### src/rtl/cpu_pkg.sv
// cpu_pkg: shared types for the execution unit (ALU operations, opcodes, FSM states, instruction fields)
package cpu_pkg;

    typedef enum logic [2:0] {
        Operation_ADD  = 3'd0,
        Operation_SUB  = 3'd1,
        Operation_NOR  = 3'd2,
        Operation_NAND = 3'd3,
        Operation_XOR  = 3'd4,
        Operation_XNOR = 3'd5
    } Operation;

    typedef enum logic [2:0] {
        Opcode_ADD  = 3'd0,
        Opcode_SUB  = 3'd1,
        Opcode_NOR  = 3'd2,
        Opcode_NAND = 3'd3,
        Opcode_XOR  = 3'd4,
        Opcode_XNOR = 3'd5,
        Opcode_LDI  = 3'd6,
        Opcode_NOP  = 3'd7
    } Opcode;

    typedef enum logic [1:0] {
        ExecState_IDLE = 2'd0,
        ExecState_EXEC = 2'd1,
        ExecState_WB   = 2'd2
    } ExecState;

    localparam int INSTR_OPC_LSB = 13;
    localparam int INSTR_RD_LSB  = 11;
    localparam int INSTR_RS_LSB  = 9;
    localparam int INSTR_IMM_LSB = 0;

    function automatic Opcode instrOpcode(input logic [15:0] instr);
        return Opcode'(instr[INSTR_OPC_LSB +: 3]);
    endfunction

    function automatic logic [1:0] instrRd(input logic [15:0] instr);
        return instr[INSTR_RD_LSB +: 2];
    endfunction

    function automatic logic [1:0] instrRs(input logic [15:0] instr);
        return instr[INSTR_RS_LSB +: 2];
    endfunction

    function automatic logic [7:0] instrImm(input logic [15:0] instr);
        return instr[INSTR_IMM_LSB +: 8];
    endfunction

    // ALU opcodes share their encoding with Operation
    function automatic logic isAluOp(input Opcode op);
        return op != Opcode_LDI && op != Opcode_NOP;
    endfunction

    function automatic Operation toOperation(input Opcode op);
        return isAluOp(op) ? Operation'(op) : Operation_ADD;
    endfunction

endpackage

### src/rtl/reg_file.sv
// reg_file: four 8-bit registers, two async read ports, one sync write port, async debug read
module reg_file #(
    parameter logic [7:0] REG_RESET_VAL = 8'h00
) (
    input  logic       clk,
    input  logic       reset,
    input  logic [1:0] rdAddrA,
    input  logic [1:0] rdAddrB,
    output logic [7:0] rdDataA,
    output logic [7:0] rdDataB,
    input  logic       wrEn,
    input  logic [1:0] wrAddr,
    input  logic [7:0] wrData,
    input  logic [1:0] dbgSel,
    output logic [7:0] dbgData
);

    logic [7:0] regs [4];

    // register storage: reset to REG_RESET_VAL, single write port
    always_ff @(posedge clk or posedge reset)
        if (reset)
            for (int i = 0; i < 4; i++) regs[i] <= REG_RESET_VAL;
        else if (wrEn)
            regs[wrAddr] <= wrData;

    // combinational read ports
    always_comb begin
        rdDataA = regs[rdAddrA];
        rdDataB = regs[rdAddrB];
        dbgData = regs[dbgSel];
    end

endmodule

### src/rtl/exec_unit.sv
// exec_unit: IDLE/EXEC/WB sequencer around an external ALU; macro EXEC_CARRY_CHAIN_EN feeds stored C into ADD/SUB
module exec_unit
    import cpu_pkg::*;
#(
    parameter logic [7:0] REG_RESET_VAL = 8'h00
) (
    input  logic        clk,
    input  logic        reset,
    input  logic [15:0] _iInstr,
    input  logic        _iInstrValid,
    output logic        _oInstrReady,
    output logic [7:0]  _oAluA,
    output logic [7:0]  _oAluB,
    output logic        _oAluC,
    output Operation    _oAluOp,
    input  logic [7:0]  _iAluResult,
    input  logic        _iAluFlagCarry,
    input  logic        _iAluFlagZero,
    input  logic        _iAluFlagNeg,
    output logic        _oFlagCarry,
    output logic        _oFlagZero,
    output logic        _oFlagNeg,
    output logic        _oDone,
    input  logic [1:0]  _iDbgSel,
    output logic [7:0]  _oDbgData
);

    ExecState   state;
    Opcode      opcReg;
    logic [1:0] rdReg, rsReg;
    logic [7:0] immReg, rdVal, rsVal, resultReg, wrData;
    logic       resC, resZ, resN, accept, inExec, inWb, wrEn, carryIn;
    logic       unusedInstrBit;

`ifdef EXEC_CARRY_CHAIN_EN
    assign carryIn = (opcReg == Opcode_ADD || opcReg == Opcode_SUB) && _oFlagCarry;
`else
    assign carryIn = 1'b0;
`endif

    // handshake, ALU drive (only in EXEC) and write-back selection
    always_comb begin
        unusedInstrBit = _iInstr[8];
        _oInstrReady   = state == ExecState_IDLE;
        accept         = _iInstrValid && _oInstrReady;
        inExec         = state == ExecState_EXEC;
        inWb           = state == ExecState_WB;
        _oDone         = inWb;
        _oAluA         = inExec ? rdVal : 8'h00;
        _oAluB         = inExec ? rsVal : 8'h00;
        _oAluC         = inExec && carryIn;
        _oAluOp        = inExec ? toOperation(opcReg) : Operation_ADD;
        wrEn           = inWb && opcReg != Opcode_NOP;
        wrData         = opcReg == Opcode_LDI ? immReg : resultReg;
    end

    // sequencer with instruction fields captured on the accepting edge
    always_ff @(posedge clk or posedge reset)
        if (reset) begin
            state  <= ExecState_IDLE;
            opcReg <= Opcode_NOP;
            rdReg  <= 2'd0;
            rsReg  <= 2'd0;
            immReg <= 8'h00;
        end else begin
            state <= state == ExecState_IDLE ? (accept ? ExecState_EXEC : ExecState_IDLE) :
                     state == ExecState_EXEC ? ExecState_WB : ExecState_IDLE;
            if (accept) begin
                opcReg <= instrOpcode(_iInstr);
                rdReg  <= instrRd(_iInstr);
                rsReg  <= instrRs(_iInstr);
                immReg <= instrImm(_iInstr);
            end
        end

    // ALU result and flags held from the end of EXEC until write-back
    always_ff @(posedge clk or posedge reset)
        if (reset) begin
            resultReg <= 8'h00;
            {resC, resZ, resN} <= 3'b000;
        end else if (inExec) begin
            resultReg <= _iAluResult;
            {resC, resZ, resN} <= {_iAluFlagCarry, _iAluFlagZero, _iAluFlagNeg};
        end

    // status flags change only when an ALU op retires
    always_ff @(posedge clk or posedge reset)
        if (reset)
            {_oFlagCarry, _oFlagZero, _oFlagNeg} <= 3'b000;
        else if (inWb && isAluOp(opcReg))
            {_oFlagCarry, _oFlagZero, _oFlagNeg} <= {resC, resZ, resN};

    reg_file #(.REG_RESET_VAL(REG_RESET_VAL)) u_regFile (
        .clk     (clk),
        .reset   (reset),
        .rdAddrA (rdReg),
        .rdAddrB (rsReg),
        .rdDataA (rdVal),
        .rdDataB (rsVal),
        .wrEn    (wrEn),
        .wrAddr  (rdReg),
        .wrData  (wrData),
        .dbgSel  (_iDbgSel),
        .dbgData (_oDbgData)
    );

endmodule
### config.mk
export PLATFORM = sky130hd
export DESIGN_NAME = exec_unit
export DESIGN_NICKNAME = d
export VERILOG_FILES = /design/src/rtl/cpu_pkg.sv /design/src/rtl/reg_file.sv /design/src/rtl/exec_unit.sv
export SDC_FILE = /design/constraint.sdc
export NUM_CORES = 1
export LEC_CHECK = 0
export CELL_PAD_IN_SITES_DETAIL_PLACEMENT = 0
export CELL_PAD_IN_SITES_GLOBAL_PLACEMENT = 1
export CORE_MARGIN = 2
export CORE_UTILIZATION = 30
export DETAILED_ROUTE_END_ITERATION = 6
export PLACE_DENSITY = 0.63
export SLEW_MARGIN = 20
export SYNTH_ARGS = -nofsm -noshare
export SYNTH_HDL_FRONTEND = slang
export SYNTH_SLANG_ARGS = --single-unit
### constraint.sdc
create_clock -name clk -period 2.2 [get_ports clk]
set_input_delay 0.55 -clock clk [delete_from_list [all_inputs] [get_ports clk]]
set_output_delay 0.55 -clock clk [all_outputs]
set_load 0.02 [all_outputs]
---- Word level (Yosys, flattened, before mapping) ----
Cells that the tools add are included.
W data, S select, Z words.
storage, ports and cells
  register bits after elaboration ......... 63
  logic and storage cells ................. 54
  input bits .............................. 32
cells by class
  bitwise gates (word level) .............. 3
  order comparisons ....................... 4
  mux-type cells .......................... 20
  eq/ne operators ......................... 5
  reduce and logical (&&, ||, !) cells .... 6
operators by type and width
  cell                  number
  $mux W8               10
  $bmux W8 S2           3
  $bwmux W32            1
  $demux W8 S2          1
  $ge A3 B3 Y1 const B  3
  $not A2 Y3            3
  $mux W3               2
  $ne A3 B3 Y1 const B  2
  $logic_and A1 B1 Y1   5
  $mux W2               2
  $eq A3 B3 Y1 const B  1
  $lt A3 B1 Y1 const B  1
  $eq A2 B1 Y1 const B  1
  $eq A2 B2 Y1 const B  1
  $logic_not A2 Y1      1
  $mux W1               1

---- Longest topological paths before layout ----
Gate-level depths: netlist (run 1).
  word-level depth ........................ 6
  mapped depth ............................ 6
  gate-level depth less buffers ........... 4

---- By module ----
A second synthesis (run 1) with hierarchy kept.
second synthesis, totals
  cell total of the unflattened synthesis .. 204
  area, all modules ....................... 3304.4 sq um
modules (own cells, without submodules)
  module     instances  cells an instance  area an instance (sq um)
  reg_file   1          99                 1786.7
  exec_unit  1          105                1517.7

---- Worst setup path before layout (run 1) ----
OpenSTA, ideal clock, no wires.
  path type ............................... flip-flop to output port
  start point ............................. register rdReg[1]
  end point ............................... output _oAluA[0]
  path buffers ............................ 1
  arrival time ............................ 1395 ps
  path slack .............................. 255 ps
  stages on the path, launching flop included .. 4
  required time ........................... 1650 ps
  path through ............................ dfrtp_1 buf_4 mux4_2 and2_1
between the ends
  cells in the longest elaborated chain, start to end .. 5
ends and longest elaborated chain
  what                                         RTL line         source
  start, declared                              exec_unit.sv:30  logic [1:0] rdReg, rsReg;
  start signal, assigned                       exec_unit.sv:70  rdReg <= instrRd(_iInstr);
  $not A2 Y3 (not written as such)             reg_file.sv:29   rdDataA = regs[rdAddrA];
  $bmux W8 S2                                  reg_file.sv:29
  $mux W8 (not written as such) (2 in series)  reg_file.sv:29
  $mux W8                                      exec_unit.sv:49  _oAluA = inExec ? rdVal : 8'h00;
  end, declared                                exec_unit.sv:12  output logic [7:0] _oAluA,
No other way between the ends. The select of a mux whose other input is x is not followed.

---- Worst setup path in the final report (run 1) ----
  start point ............................. register rsReg[1]
  end point ............................... output _oAluB[1]
between the ends
  cells in the longest elaborated chain, start to end .. 5
ends and longest elaborated chain
  what                                         RTL line         source
  start, declared                              exec_unit.sv:30
  start signal, assigned                       exec_unit.sv:71  rsReg <= instrRs(_iInstr);
  $not A2 Y3 (not written as such)             reg_file.sv:30   rdDataB = regs[rdAddrB];
  $bmux W8 S2                                  reg_file.sv:30
  $mux W8 (not written as such) (2 in series)  reg_file.sv:30
  $mux W8                                      exec_unit.sv:50  _oAluB = inExec ? rsVal : 8'h00;
  end, declared                                exec_unit.sv:13  output logic [7:0] _oAluB,
No other way between the ends. The select of a mux whose other input is x is not followed.

==> qor.csv, run 1 <==
stage,metric,value,unit
run_status,status,"finished, violations left",
run_status,failing checks,negative setup slack,
sta,slack of the critical path,-0.0251,ns
grt,total track usage,14.2,%
floorplan,core area,10400,sq um
cells_and_area,Nets,342,
yosys,Mapped Nets,261,
route,first drt pass iteration count,4,
yosys,"EDFF count, synth",0,
grt,global-route wire length before repair,12.3,mm
route,met3 WL,283,microns
yosys,Yosys reg bits,63,
clock_network,clock root cell,clkbuf_8,
grt,initial antenna violation count,0,
power_and_ir_drop,internal power,3420,uW
power_and_ir_drop,sw power,1680,uW
route,Final ANT Viol Nets,0,
power_and_ir_drop,Switching Fraction,32.9,%
min_path,min-delay worst type,reg2reg,
worst_setup_path,Crit Path Class,reg2out,
cells_and_area,Antenna diodes,0,
clock_network,"Reg clk slew, reported paths",0.07,ns
yosys,register area share after synthesis,48.7,%
power_and_ir_drop,LEAKAGE,0.00195,uW
sta,Worst Skew,0.00485,ns
cells_and_area,# fillers,1005,
sta,Final Cycle Share,101,%
route,drt total wl,7.58,mm
run,max-cap viol count,0,
power_and_ir_drop,maximum VDD drop,503,uV
floorplan,die area,11700,sq um
floorplan,die height,108,microns
power_and_ir_drop,Pwr Density,1150,nW/um^2
worst_setup_path,crit-path max FO,5,
clock_network,CTS tree,yes,
cells_and_area,post-route design area,4430,sq um
yosys,top_reg_cell synth,dfrtp_1,
clock_network,CTS Buf Count,9,
yosys,syn avg cell area,14.2,sq um
yosys,dominant cells by area after synthesis,"dfrtp_1 (46%), mux2_2 (20%), mux4_2 (17%), nand2_1 (4.2%), and2_1 (3.3%)",
worst_setup_path,Worst EP arrival,1.68,ns
floorplan,Initial Util,31.1,%
yosys,Synth Instances,229,
clock_network,TritonCTS Sinks,63,
sta,Final Hold Slack,0.472,ns
placement,port buffer count,62,
power_and_ir_drop,Comb pwr share,42.8,%
clock_network,H-tree depth,3,
yosys,most instantiated cells after synthesis,"dfrtp_1 (60), mux2_2 (58), nand2_1 (36)",
route,DR WL met2,3.90,mm
yosys,share of the synthesized area in the top cell type,46.3,%
grt,Overflow after GRT,0,
placement,Placed Area,4200,sq um
placement,HPWL Detailed,5.40,mm
grt,largest net degree at the start of global routing,64,
yosys,Netlist cell types,21,
power_and_ir_drop,Total Power,5100,uW
cells_and_area,share of cells above drive strength 1,54.6,%
yosys,Yosys warning count,0,
route,vias,2117,
sta,unrepaired setup endpoints after global routing,yes,
route,DR vias/cell,4.69,
clock_network,"Hold-fix buffers, CTS",0,
clock_network,largest buffer count on any clock path,2,
route,starting DRC count in detailed routing,37,
floorplan,I/O pins,65,
clock_network,later-pin clock latency in the skew report,0.34,ns
sta,Final Hold Vio Count,0,
sta,# setup viols final,5,
sta,post-layout min period,2.23,ns
sta,Final Slew Violations,0,
worst_setup_path,"Req. time, crit path",1.65,ns
yosys,top-count cell post-synth,dfrtp_1,
power_and_ir_drop,Clock Power Share,17.6,%
route,top layer used by detailed routing,met4,
sta,FMAX,449,MHz
yosys,"Async S/R FF share, synth",100,%
route,Avg WL per Cell,16.8,microns
grt,vias in the first global route,2285,
floorplan,# rows,37,
power_and_ir_drop,sequential cell fraction of total power,39.6,%
route,DRC,0,
floorplan,DIE WIDTH,108,microns
route,DRT met1 WL,3.30,mm
worst_setup_path,Critical Path Source Type,flip-flop,
cells_and_area,Layout area overhead,36.7,%
placement,RD Place Congestion,0.710,
yosys,post-synth top area cell,dfrtp_1,
yosys,Post-Syn Area,3240,sq um
worst_setup_path,crit path capture type,primary output,
-- critical path, stage by stage, from the launching register on --
cell     delay (ns)
dfrtp_1        0.38
buf_6          0.16
mux4_2         0.50
and2_4         0.18
buf_6          0.12
-- sequential cells by signal (all words and copies together) (netlist names) --
signal	flops
u_regFile.regs	32
immReg	8
resultReg	8
opcReg	3
rdReg	2
rsReg	2
state	2
_oFlagCarry	1
_oFlagNeg	1
_oFlagZero	1
resC	1
resN	1
resZ	1
-- cells by family after synthesis --
group	share of synthesized area (%)
muxes	36.8
and+or+nand+nor	11.6
other	0.116
buffers and inverters	2.74
DFF	48.7
-- cell type report --
type / instances / area, sq um / area share [%]
Clock buffer: 12 / 155 / 3.50
Sequential cell: 63 / 1580 / 35.6
Tap cell: 136 / 170 / 3.84
Multi-Input combinational cell: 148 / 1620 / 36.6
Clock inverter: 4 / 20.0 / 0.451
Inverter: 3 / 11.3 / 0.254
Timing Repair Buffer: 85 / 875 / 19.7
-- worst paths after layout --
path | start | end | depth (start not counted) | slack, ns
max in group asynchronous | reset | opcReg[2] | 3 | 1.29
min | resC | resC | 2 | 0.47
max | rsReg[1] | _oAluB[1] | 4 | -0.03
min reg2reg | resC | resC | 2 | 0.47
max reg2reg | opcReg[1] | u_regFile.regs[8] | 3 | 0.41
min in group asynchronous | reset | immReg[0] | 3 | 0.59
-- power groups by stage --
stage / combinational, uW / sequential [uW] / clock (uW)
global route: 2350 / 2100 / 982
detailed placement: 2180 / 2040 / 0
finish: 2180 / 2020 / 900
CTS: 2230 / 2020 / 927
global placement: 2150 / 2030 / 0
floorplan: 1440 / 1920 / 0
-- metal layers --
layer	track usage, %	vias to the layer above
met5	0	-
met4	5.49	0
met3	3.01	8
met2	24.3	36
met1	17.7	1088
li1	-	985
-- layout by cell type (no fill, tap or decap), drive strengths merged --
cell type / n
dfrtp: 60
mux2: 58
buf: 47
nand2: 36
clkdlybuf4s50: 32
mux4: 24
and2: 17
clkbuf: 13
clkinv: 4
dfstp: 3
inv: 3
and3: 2
nor4b: 2
nor3b: 2
dlygate4sd2: 2
nand2b: 2
clkdlybuf4s15: 2
nand3b: 1
nor2: 1
nor4: 1
nor3: 1
conb: 1
dlygate4sd1: 1
-- metrics by stage --
stage / TNS (ns) / utilization [%] / cells / setup slack (ns)
detailed placement: -5.92 / 40.3 / 433 / -0.625
CTS: -0.919 / 42.6 / 453 / -0.0727
finish: -0.0378 / 42.6 / 451 / -0.0251
global placement: -5.83 / 40.3 / 433 / -0.622
global route: -0.884 / 42.6 / 451 / -0.101
floorplan: 0 / - / 229 / 0.0852
-- repair_timing --
item / 4_1_cts / 5_1_grt
resized for setup: 150 / 21
setup endpoints to repair: 27 / 20
setup buffers: 3 / 0
pin swaps: 11 / 7
hold endpoints to repair: 0 / 0
gates cloned: 1 / 0
Power figures use the tool's default switching activity.
==> run 2, diff against run 1 <==
--- a/config.mk
+++ b/config.mk
@@ -8,9 +8,9 @@
 export CELL_PAD_IN_SITES_DETAIL_PLACEMENT = 0
 export CELL_PAD_IN_SITES_GLOBAL_PLACEMENT = 1
 export CORE_MARGIN = 2
-export CORE_UTILIZATION = 30
+export CORE_UTILIZATION = 38
 export DETAILED_ROUTE_END_ITERATION = 6
-export PLACE_DENSITY = 0.63
+export PLACE_DENSITY = 0.76
 export SLEW_MARGIN = 20
 export SYNTH_ARGS = -nofsm -noshare
 export SYNTH_HDL_FRONTEND = slang
==> qor.csv, run 2 (same netlist as run 1, synthesis figures left out) <==
stage,metric,value,unit,change
grt,largest net degree at the start of global routing,64,,unchanged
grt,initial antenna violation count,0,,unchanged
route,Avg WL per Cell,17.9,microns,was 16.8 microns
cells_and_area,most frequent cells in the layout,"dfrtp_1 (59), mux2_2 (58), nand2_1 (36)",,"was dfrtp_1 (60), mux2_2 (58), nand2_1 (36)"
sta,Final Cycle Share,103,%,was 101%
power_and_ir_drop,Pwr Density,1170,nW/um^2,was 1150 nW/um^2
floorplan,Initial Util,39.3,%,was 31.1%
grt,total track usage,18.0,%,was 14.2%
power_and_ir_drop,Comb pwr share,43.0,%,was 42.8%
route,vias,2145,,was 2117
sta,Final TNS setup,-0.182,ns,was -0.0378 ns
power_and_ir_drop,sequential cell fraction of total power,39.4,%,was 39.6%
clock_network,"Reg clk slew, reported paths",0.06,ns,was 0.07 ns
placement,Placed Area,4130,sq um,was 4200 sq um
sta,Final Hold Slack,0.469,ns,was 0.472 ns
cells_and_area,Antenna diodes,0,,unchanged
clock_network,clock root cell,clkbuf_8,,unchanged
sta,slack of the critical path,-0.0620,ns,was -0.0251 ns
worst_setup_path,Worst EP arrival,1.71,ns,was 1.68 ns
sta,unrepaired setup endpoints after global routing,yes,,unchanged
worst_setup_path,crit-path max FO,4,,was 5
placement,port buffer count,62,,unchanged
sta,FMAX,442,MHz,was 449 MHz
min_path,min-delay worst type,reg2reg,,unchanged
clock_network,H-tree depth,3,,unchanged
power_and_ir_drop,LEAKAGE,0.00196,uW,was 0.00195 uW
cells_and_area,share of cells above drive strength 1,54.9,%,was 54.6%
power_and_ir_drop,internal power,3480,uW,was 3420 uW
power_and_ir_drop,Clock Power Share,17.6,%,about the same
floorplan,core area,8260,sq um,was 10400 sq um
power_and_ir_drop,Total Power,5150,uW,was 5100 uW
run_status,failing checks,negative setup slack,,unchanged
placement,RD Place Congestion,0.796,,was 0.710
worst_setup_path,Critical Path Source Type,flip-flop,,unchanged
run,max-cap viol count,0,,unchanged
clock_network,CTS Buf Count,9,,unchanged
worst_setup_path,crit path capture type,primary output,,unchanged
route,DRC,0,,unchanged
grt,global-route wire length before repair,12.2,mm,was 12.3 mm
floorplan,# rows,33,,was 37
clock_network,largest buffer count on any clock path,2,,unchanged
route,starting DRC count in detailed routing,86,,was 37
placement,HPWL Detailed,5.08,mm,was 5.40 mm
worst_setup_path,Crit Path Class,reg2out,,unchanged
clock_network,CTS tree,yes,,unchanged
cells_and_area,top flop regs,"u_regFile.regs (32), immReg (8), resultReg (8)",,unchanged
clock_network,TritonCTS Sinks,63,,unchanged
power_and_ir_drop,sw power,1670,uW,was 1680 uW
sta,Worst Skew,0.00348,ns,was 0.00485 ns
cells_and_area,Nets,345,,was 342
cells_and_area,fin util,53.5,%,was 42.6%
grt,Overflow after GRT,0,,unchanged
route,first drt pass iteration count,4,,unchanged
cells_and_area,max FFs per register,32,,unchanged
route,drt total wl,7.55,mm,was 7.58 mm
cells_and_area,Layout area overhead,36.2,%,was 36.7%
clock_network,"Hold-fix buffers, CTS",0,,unchanged
floorplan,die area,9290,sq um,was 11700 sq um
sta,# setup viols final,3,,was 5
sta,Final Slew Violations,0,,unchanged
cells_and_area,largest reg by FF count,u_regFile.regs,,unchanged
run_status,status,"finished, violations left",,unchanged
power_and_ir_drop,Switching Fraction,32.5,%,was 32.9%
floorplan,die height,96.4,microns,was 108 microns
route,DR vias/cell,5.08,,was 4.69
worst_setup_path,"Req. time, crit path",1.65,ns,about the same
sta,Final Hold Vio Count,0,,unchanged
cells_and_area,"commonest non-fill, non-tap cell in the layout",dfrtp_1,,unchanged
floorplan,DIE WIDTH,96.4,microns,was 108 microns
floorplan,I/O pins,65,,unchanged
cells_and_area,post-route design area,4420,sq um,was 4430 sq um
clock_network,later-pin clock latency in the skew report,0.33,ns,was 0.34 ns
power_and_ir_drop,maximum VDD drop,497,uV,was 503 uV
grt,vias in the first global route,2234,,was 2285
route,Final ANT Viol Nets,0,,unchanged
sta,post-layout min period,2.26,ns,was 2.23 ns
## run 2: power by group through the flow
stage               clock (uW)  combinational (uW)  sequential, uW
finish                     907                2220            2030
global route               987                2380            2100
CTS                        933                2320            2020
detailed placement           0                2140            2040
global placement             0                2110            2010
floorplan                    0                1440            1920
## run 2: layer usage
metal  vias to the layer above  wire length, microns  GRT usage (%)  share of wire [%]
met3                         9                   215           2.79                2.8
li1                        992                     -              -                  -
met5                         -                     0              0                  0
met4                         0                   102           6.46                1.4
met1                      1111                  3250           23.1                 43
met2                        33                  3980           31.0                 53
## run 2: area by class of cell
cell class	count	area [sq um]
Fill cell	732	3840
Multi-Input combinational cell	148	1620
Sequential cell	63	1580
Timing Repair Buffer	88	898
Clock buffer	15	176
Tap cell	105	131
Inverter	3	11.3
## run 2: worst paths after layout
path | from | to | slack [ns] | cells after the start
worst min register to register | resultReg[6] | resultReg[6] | 0.47 | 2
worst max register to register | rdReg[1] | u_regFile.regs[31] | 0.38 | 6
worst min-delay path | resultReg[6] | resultReg[6] | 0.47 | 2
max in group asynchronous | reset | opcReg[0] | 1.29 | 3
min in group asynchronous | reset | state[1] | 0.61 | 3
worst max-delay path | rsReg[1] | _oAluB[5] | -0.06 | 5
## run 2: repair_timing
action / in CTS / in global routing
resized for setup: 163 / 13
cloned: 2 / 1
pin swaps: 11 / 5
setup buffers: 8 / 1
endpoints found under the setup margin: 27 / 22
## run 2: stage by stage
step	std cells	worst slack, ns
after floorplan	229	0.0852
after global placement	399	-0.615
after detailed placement	399	-0.594
after CTS	424	-0.161
after global routing	422	-0.128
final	422	-0.0620
## run 2: worst max-delay path: stages (launching register included)
cell and delay (ns):
dfrtp_1 0.38, buf_6 0.15, buf_6 0.11, mux4_2 0.47, and2_4 0.15, buf_6 0.12
